==> config.mk <==
export PLATFORM = sky130hd
export DESIGN_NAME = fetch_decode_ctrl
export DESIGN_NICKNAME = d
export VERILOG_FILES = /design/src/rtl/fetch_decode_ctrl.sv
export SDC_FILE = /design/constraint.sdc
export NUM_CORES = 1
export LEC_CHECK = 0
export ABC_AREA = 1
export BUFFER_PORTS_ARGS = -buffer_cell sky130_fd_sc_hd__buf_4
export CORE_UTILIZATION = 45
export CTS_CLUSTER_DIAMETER = 200
export DETAILED_ROUTE_END_ITERATION = 8
export PLACE_DENSITY_LB_ADDON = 0.1
export SETUP_SLACK_MARGIN = 0.5
export SYNTH_ARGS = -nofsm -noshare
export SYNTH_HDL_FRONTEND = slang
export SYNTH_SLANG_ARGS = --single-unit
==> constraint.sdc <==
create_clock -name clk -period 7.9 [get_ports clk]
set_input_delay 1.58 -clock clk [delete_from_list [all_inputs] [get_ports clk]]
set_output_delay 1.58 -clock clk [all_outputs]
set_load 0.005 [all_outputs]
==> src/rtl/fetch_decode_ctrl.sv <==
// fetch_decode_ctrl
// Sequences one instruction at a time through fetch, decode issue and execute.
// A request is issued at pc. The returned word is latched into the instruction
// register (IR), and imm_src is decoded from it when it is latched. The IR is
// then offered to execute, and the controller waits for ex_done before it moves
// pc and counts the retirement.
//
// Build option: define ILLEGAL_TRAP_EN to make an unsupported opcode stop the
// core with illegal=1 and halt=1. When it is undefined, an unsupported opcode
// is issued with imm_src=2'b11 and illegal is tied low.
//
// Ports
//   clk, rst              clock (rising edge), asynchronous active-high reset
//   ifu_req_valid/addr    fetch request, address is the current pc
//   ifu_req_ready         memory accepts the request
//   ifu_rsp_valid/inst    instruction word return
//   dec_valid/ready       IR offered to execute / accepted
//   dec_inst, dec_pc      IR and its pc
//   imm_src               immediate format: 00 I, 01 U, 10 J, 11 other
//   ex_done, ex_redirect  execute finished; optionally redirect to ex_target
//   retire_cnt            retired-instruction count (wraps)
//   halt, illegal         sticky stop after ebreak / unsupported opcode
module fetch_decode_ctrl #(
    parameter logic [31:0] RESET_PC = 32'h8000_0000
) (
    input  logic        clk,
    input  logic        rst,
    output logic        ifu_req_valid,
    output logic [31:0] ifu_req_addr,
    input  logic        ifu_req_ready,
    input  logic        ifu_rsp_valid,
    input  logic [31:0] ifu_rsp_inst,
    output logic        dec_valid,
    input  logic        dec_ready,
    output logic [31:0] dec_inst,
    output logic [31:0] dec_pc,
    output logic [1:0]  imm_src,
    input  logic        ex_done,
    input  logic        ex_redirect,
    input  logic [31:0] ex_target,
    output logic [31:0] retire_cnt,
    output logic        halt,
    output logic        illegal
);

    // state   | meaning
    // S_REQ   | fetch request presented at pc
    // S_WAIT  | request accepted, waiting for the instruction word
    // S_ISSUE | IR offered to execute
    // S_EXEC  | execute busy, waiting for ex_done
    // S_HALT  | stopped after ebreak (or trap); only reset leaves
    typedef enum logic [2:0] {
        S_REQ,
        S_WAIT,
        S_ISSUE,
        S_EXEC,
        S_HALT
    } state_t;

    localparam logic [31:0] EBREAK_INST = 32'h0010_0073;

    state_t      state;
    state_t      state_nxt;
    logic [31:0] pc;
    logic [31:0] ir;
    logic [1:0]  imm_q;
    logic        halt_q;
    logic        capture;
    logic        is_ebreak;
    logic        retire;

    function automatic logic [1:0] imm_decode(input logic [6:0] op);
        case (op)
            7'b0010011, 7'b0000011, 7'b1100111: imm_decode = 2'b00;
            7'b0110111, 7'b0010111:             imm_decode = 2'b01;
            7'b1101111:                         imm_decode = 2'b10;
            default:                            imm_decode = 2'b11;
        endcase
    endfunction

    assign capture   = (state == S_WAIT) && ifu_rsp_valid;
    assign is_ebreak = (ifu_rsp_inst == EBREAK_INST);
    assign retire    = (state == S_EXEC) && ex_done;

`ifdef ILLEGAL_TRAP_EN
    // Only the opcodes with a known immediate format are executable. Every
    // other SYSTEM-opcode word is included, because ebreak is matched first.
    logic unsupported;
    logic illegal_q;
    assign unsupported = (imm_decode(ifu_rsp_inst[6:0]) == 2'b11);
    assign illegal     = illegal_q;
`else
    assign illegal = 1'b0;
`endif

    always_ff @(posedge clk or posedge rst) begin
        if (rst) state <= S_REQ;
        else     state <= state_nxt;
    end

    always_comb begin
        state_nxt     = state;
        ifu_req_valid = 1'b0;
        dec_valid     = 1'b0;
        case (state)
            S_REQ: begin
                ifu_req_valid = 1'b1;
                if (ifu_req_ready) state_nxt = S_WAIT;
            end
            S_WAIT: begin
                if (ifu_rsp_valid) begin
                    if (is_ebreak) state_nxt = S_HALT;
`ifdef ILLEGAL_TRAP_EN
                    else if (unsupported) state_nxt = S_HALT;
`endif
                    else state_nxt = S_ISSUE;
                end
            end
            S_ISSUE: begin
                dec_valid = 1'b1;
                if (dec_ready) state_nxt = S_EXEC;
            end
            S_EXEC: begin
                if (ex_done) state_nxt = S_REQ;
            end
            S_HALT: state_nxt = S_HALT;
            default: state_nxt = S_REQ;
        endcase
        // The state register already sits in S_REQ while reset is held, so the
        // handshake outputs are masked explicitly until reset is released.
        if (rst) begin
            ifu_req_valid = 1'b0;
            dec_valid     = 1'b0;
        end
    end

    always_ff @(posedge clk or posedge rst) begin
        if (rst) begin
            pc         <= RESET_PC;
            ir         <= 32'd0;
            imm_q      <= 2'b00;
            retire_cnt <= 32'd0;
            halt_q     <= 1'b0;
`ifdef ILLEGAL_TRAP_EN
            illegal_q  <= 1'b0;
`endif
        end else begin
            if (capture) begin
                ir    <= ifu_rsp_inst;
                imm_q <= imm_decode(ifu_rsp_inst[6:0]);
                if (is_ebreak) halt_q <= 1'b1;
`ifdef ILLEGAL_TRAP_EN
                else if (unsupported) begin
                    halt_q    <= 1'b1;
                    illegal_q <= 1'b1;
                end
`endif
            end
            if (retire) begin
                pc         <= ex_redirect ? (ex_target & ~32'h3) : pc + 32'd4;
                retire_cnt <= retire_cnt + 32'd1;
            end
        end
    end

    assign ifu_req_addr = pc;
    assign dec_inst     = ir;
    assign dec_pc       = pc;
    assign imm_src      = imm_q;
    assign halt         = halt_q;

endmodule

* After elaboration in Yosys (flattened, before gate mapping)
Cells that the tools add are included.
** Word-level totals
- Input port bits :: 71
- ROM bits :: 0
- Bits in latches :: 0
- Word-level logic and storage cells :: 42
- Register bits after elaboration :: 102
- RAM bits :: 0
- Output and inout bits :: 134
- Memories :: 0
** Cells by class
- Bitwise logic cells :: 0
- Muxes and demuxes :: 12
- $lt $le $gt $ge :: 0
- Multipliers :: 0
- Shift operators :: 0
- Eq/ne operators :: 15
- Reduce and logical (&&, ||, !) cells :: 7
- Div/mod/pow operators :: 0
- Add/subtract/negate cells :: 2
** Operators by type and width (count)
- adder 32 x 1 -> 32 bit (second input constant) :: 1
- adder 32 x 3 -> 32 bit (second input constant) :: 1
- equality test 32 x 21 -> 1 bit (second input constant) :: 1
- 2-to-1 mux 32 bit :: 1
- 2-to-1 mux 3 bit :: 5
- one-hot mux 3 bit (5 select lines) :: 1
- equality test 7 x 5 -> 1 bit (second input constant) :: 2
- equality test 7 bit (second input constant) :: 2
- inequality test 2 bit (second input constant) :: 4
- equality test 7 x 2 -> 1 bit (second input constant) :: 1
- equality test 7 x 6 -> 1 bit (second input constant) :: 1
- equality test 3 x 2 -> 1 bit (second input constant) :: 2
- one-hot mux 2 bit (3 select lines) :: 1
- 2-to-1 mux 1 bit :: 4
- AND reduction 4 bit :: 1
- equality test 3 x 1 -> 1 bit (second input constant) :: 1
- equality test 3 bit (second input constant) :: 1
- logical NOT 3 bit :: 1
- OR reduction 3 bit :: 1
- logical AND 1 bit :: 2
- AND reduction 2 bit :: 1
- OR reduction 2 bit :: 1

* Logic depth before layout (Yosys ltp)
- Word-level depth :: 4
- Gate-level depth with buffers :: 10
- Depth with buffers taken out :: 10

* Least setup slack after synthesis
No wires, ideal clock.
- Path type :: input to output
- Start :: in rst
- End :: out dec_valid
- Cell stages on the path :: 1
- Data required time :: 6320 ps
- Path buffers :: 0
- Data arrival time :: 1686 ps
- Setup slack :: 4634 ps
- Path through :: nor2_1
** Between the ends
- Longest elaborated chain between the ends :: 1
** Ends and longest elaborated chain
- from (decl) :: line 27 : input logic rst,
- 2-to-1 mux 1 bit :: line 131 : if (rst) begin
- to (decl) :: line 33 : output logic dec_valid,
No other way between the ends.

* Worst setup path after layout
Same ends and word-level chain as after synthesis.

==> out/metrics.yaml <==
status: "completed"
worst_slack_ns: 4.398
comb_power_share_pct: 40.1
drtIter0Drc: 342
synth.avg_cell_area_sq_um: 6.852
switchingPower_uw: 843.2
wl_um: 15210
ys_types: 36
syn_area_sq_um: 6071
holdPathStages: 1
r2r-start: "state[2]"
synth.top_cells.by_count: "nand2_1, nor2_1, dfrtp_1, inv_1, o21ai_0"
period_needed_ns: 3.502
hold_class: "reg2reg"
ys.flop_type: "dfrtp_1"
grt_pass1_wl_um: 25920
ys_seq_area_share_pct: 41.24
num-nets-final: 1117
vias_per_cell: 4.743
area_growth_pct: 27.10
critical_path_arrival_ns: 1.92
hold_end: "retire_cnt[31]"
dpl.hpwl_um: 11130
wire_per_inst_um: 12.41
synth_top_area_cell: "dfrtp_1"
cts_made_buffers: 9
ir_drop_uv: 145.1
diodes: 0
initial_core_util_pct: 46.03
antenna_found_initial: 0
netlist_instances: 886
ff2ff_setup_slack_ns: 5.73
ys_seq_elements: 100
cts_hold_buffers: 0
hold_violations: 0
cp_top_family: "buffers and inverters"
crit_start: "rst"
postCtsSetupBuffers: 0
cts_tree: "built"
setup_tns_ns: 0
synthTopCellsByArea: "dfrtp_1, nand2_1, nor2_1"
fin_crit_sh_pct: 44.33
setup_viol: 0
async_flop_share_pct: 100.0
cts_resized: 0
clockBufferDepth: 2
cp_slowest_stage_delay_ns: 0.13
clockPowerShare_pct: 19.4
cp_common_cell: "buf_4"
reg2reg_to: "dec_pc[14]"
worstMarginPinSlew_ns: 0.8984
critPathBufInv: 2
power_density_nw_per_um2: 288.7
core_area_sq_um: 13190
grtUsageTotal_pct: 23.02
drive_gt1_share_pct: 22.78
dieWidth_um: 118.2
leakage_uw: 0.004034
crit_required_ns: 6.32
finClkSkew_ns: 0.007981
synth.most_common_cell: "nand2_1"
rsz0062_at_grt: "false"
worstSetupPathType: "in2out"
r2r_cells: 7
fillers: 1294
cts_root_buf: "clkbuf_16"
antenna_left: 0
start_kind: "input port"
grt_pass1_vias: 5308
maxCapViolCount: 0
cp_max_fo: 3
synth-edff-count: 0
dr.pass1.iters: 6
gp_congestion: 0.8259
internal-power_uw: 1385
fmax_mhz: 285.6
routed-via-count: 5810
io_pins: 205
place_ws_ns: 4.401
clk_pin_slew_worst_paths_ns: 0.07
grt_overflow: 0
htree_levels: 3
worst_path_max_delay_cell: "buf_4"
min-delay-start: "retire_cnt[31]"
portBuffers: 197
grt_max_degree: 66
yosys_warnings: 0
seq_power_share_pct: 40.5
die_h_um: 118.2
synth_top_area_share_pct: 40.81
crit_path_cell_trace: "buf_4 > nor2_1 > buf_4"
drc: 0
dieArea_sq_um: 13960
drv_slew: 0
rows: 42
switching_share_pct: 37.85
cp-end-kind: "output pin"
clk_latency_ns: 0.35
cts.sinks: 100
relSlewSlack_pct: 40.11
[cell type report]
class / count / area, sq um / area share (%)
clock buffer: 11 / 242.7 / 3.146
clock inverter: 5 / 42.54 / 0.5513
inverter: 104 / 392.9 / 5.092
multi-input combinational: 630 / 2820 / 36.55
sequential: 100 / 2504 / 32.45
tap: 176 / 220.2 / 2.854
timing repair buffer: 199 / 1494 / 19.36
[worst register-to-register path: stages (launching register included)]
cell	delay, ns
dfrtp_1	0.42
nor2_4	0.17
nand3_4	0.46
inv_2	0.69
o21ai_0	0.18
nand2_1	0.09
nand2_1	0.05
inv_1	0.06
[power by group through the flow]
stage	clock (uW)	sequential [uW]	combinational (uW)
after floorplan	0	875	516
after global placement	0	904	891
after detailed placement	0	909	904
after CTS	446	903	904
after global routing	465	938	1010
final	433	902	893
[sequential cells by signal, summed over array words and instances, names as in the netlist]
signal      flops
imm_src         2
dec_pc         30
dec_inst       32
halt            1
state           3
retire_cnt     32
[worst max-delay path by stage]
stage | end | slack (ns) | cells past startpoint
floorplan | dec_inst[0] | 3.70 | 1
global route | ifu_req_valid | 4.33 | 3
finish | dec_valid | 4.40 | 3
CTS | dec_valid | 4.39 | 3
global placement | dec_valid | 4.40 | 3
detailed placement | dec_valid | 4.40 | 3
[cells by family after synthesis]
logic type,synth area share (%)
xor+xnor,2.885
buf+inv,12.55
other cells,0.06177
flops,41.24
simple gates,35.86
fa+ha+maj,0.4121
compound gates,6.987
[stage by stage]
stage,total power [uW],utilization [%],instances,instance area (sq um),hold WS (ns)
3_5_place_dp,1812,56.34,1209,7431,0.4673
3_3_place_gp,1796,56.34,1209,7431,0.4576
2_1_floorplan,1391,-,890,6086,0.4646
6_report,2228,58.50,1225,7716,0.4811
5_1_grt,2417,58.50,1225,7716,0.4946
4_1_cts,2253,58.50,1225,7716,0.4805
[layout by cell type (no fill, tap or decap), types with 9 or more instances in the layout]
master / n
nand2_1: 312
buf_4: 199
nor2_1: 123
dfrtp_1: 99
inv_1: 98
o21ai_0: 51
nand3_1: 49
xor2_1: 12
a21oi_1: 10
clkbuf_16: 9
[metal layers]
| layer | up-vias | part of all wire, % | global-route usage [%] |
|---|---|---|---|
| li1 | 3007 | - | - |
| met1 | 2619 | 47 | 32.45 |
| met2 | 168 | 44 | 34.60 |
| met3 | 16 | 7.1 | 5.598 |
| met4 | 0 | 1.7 | 7.532 |
| met5 | - | 0 | 0 |
Note: power is estimated with default switching activity, not from simulation.
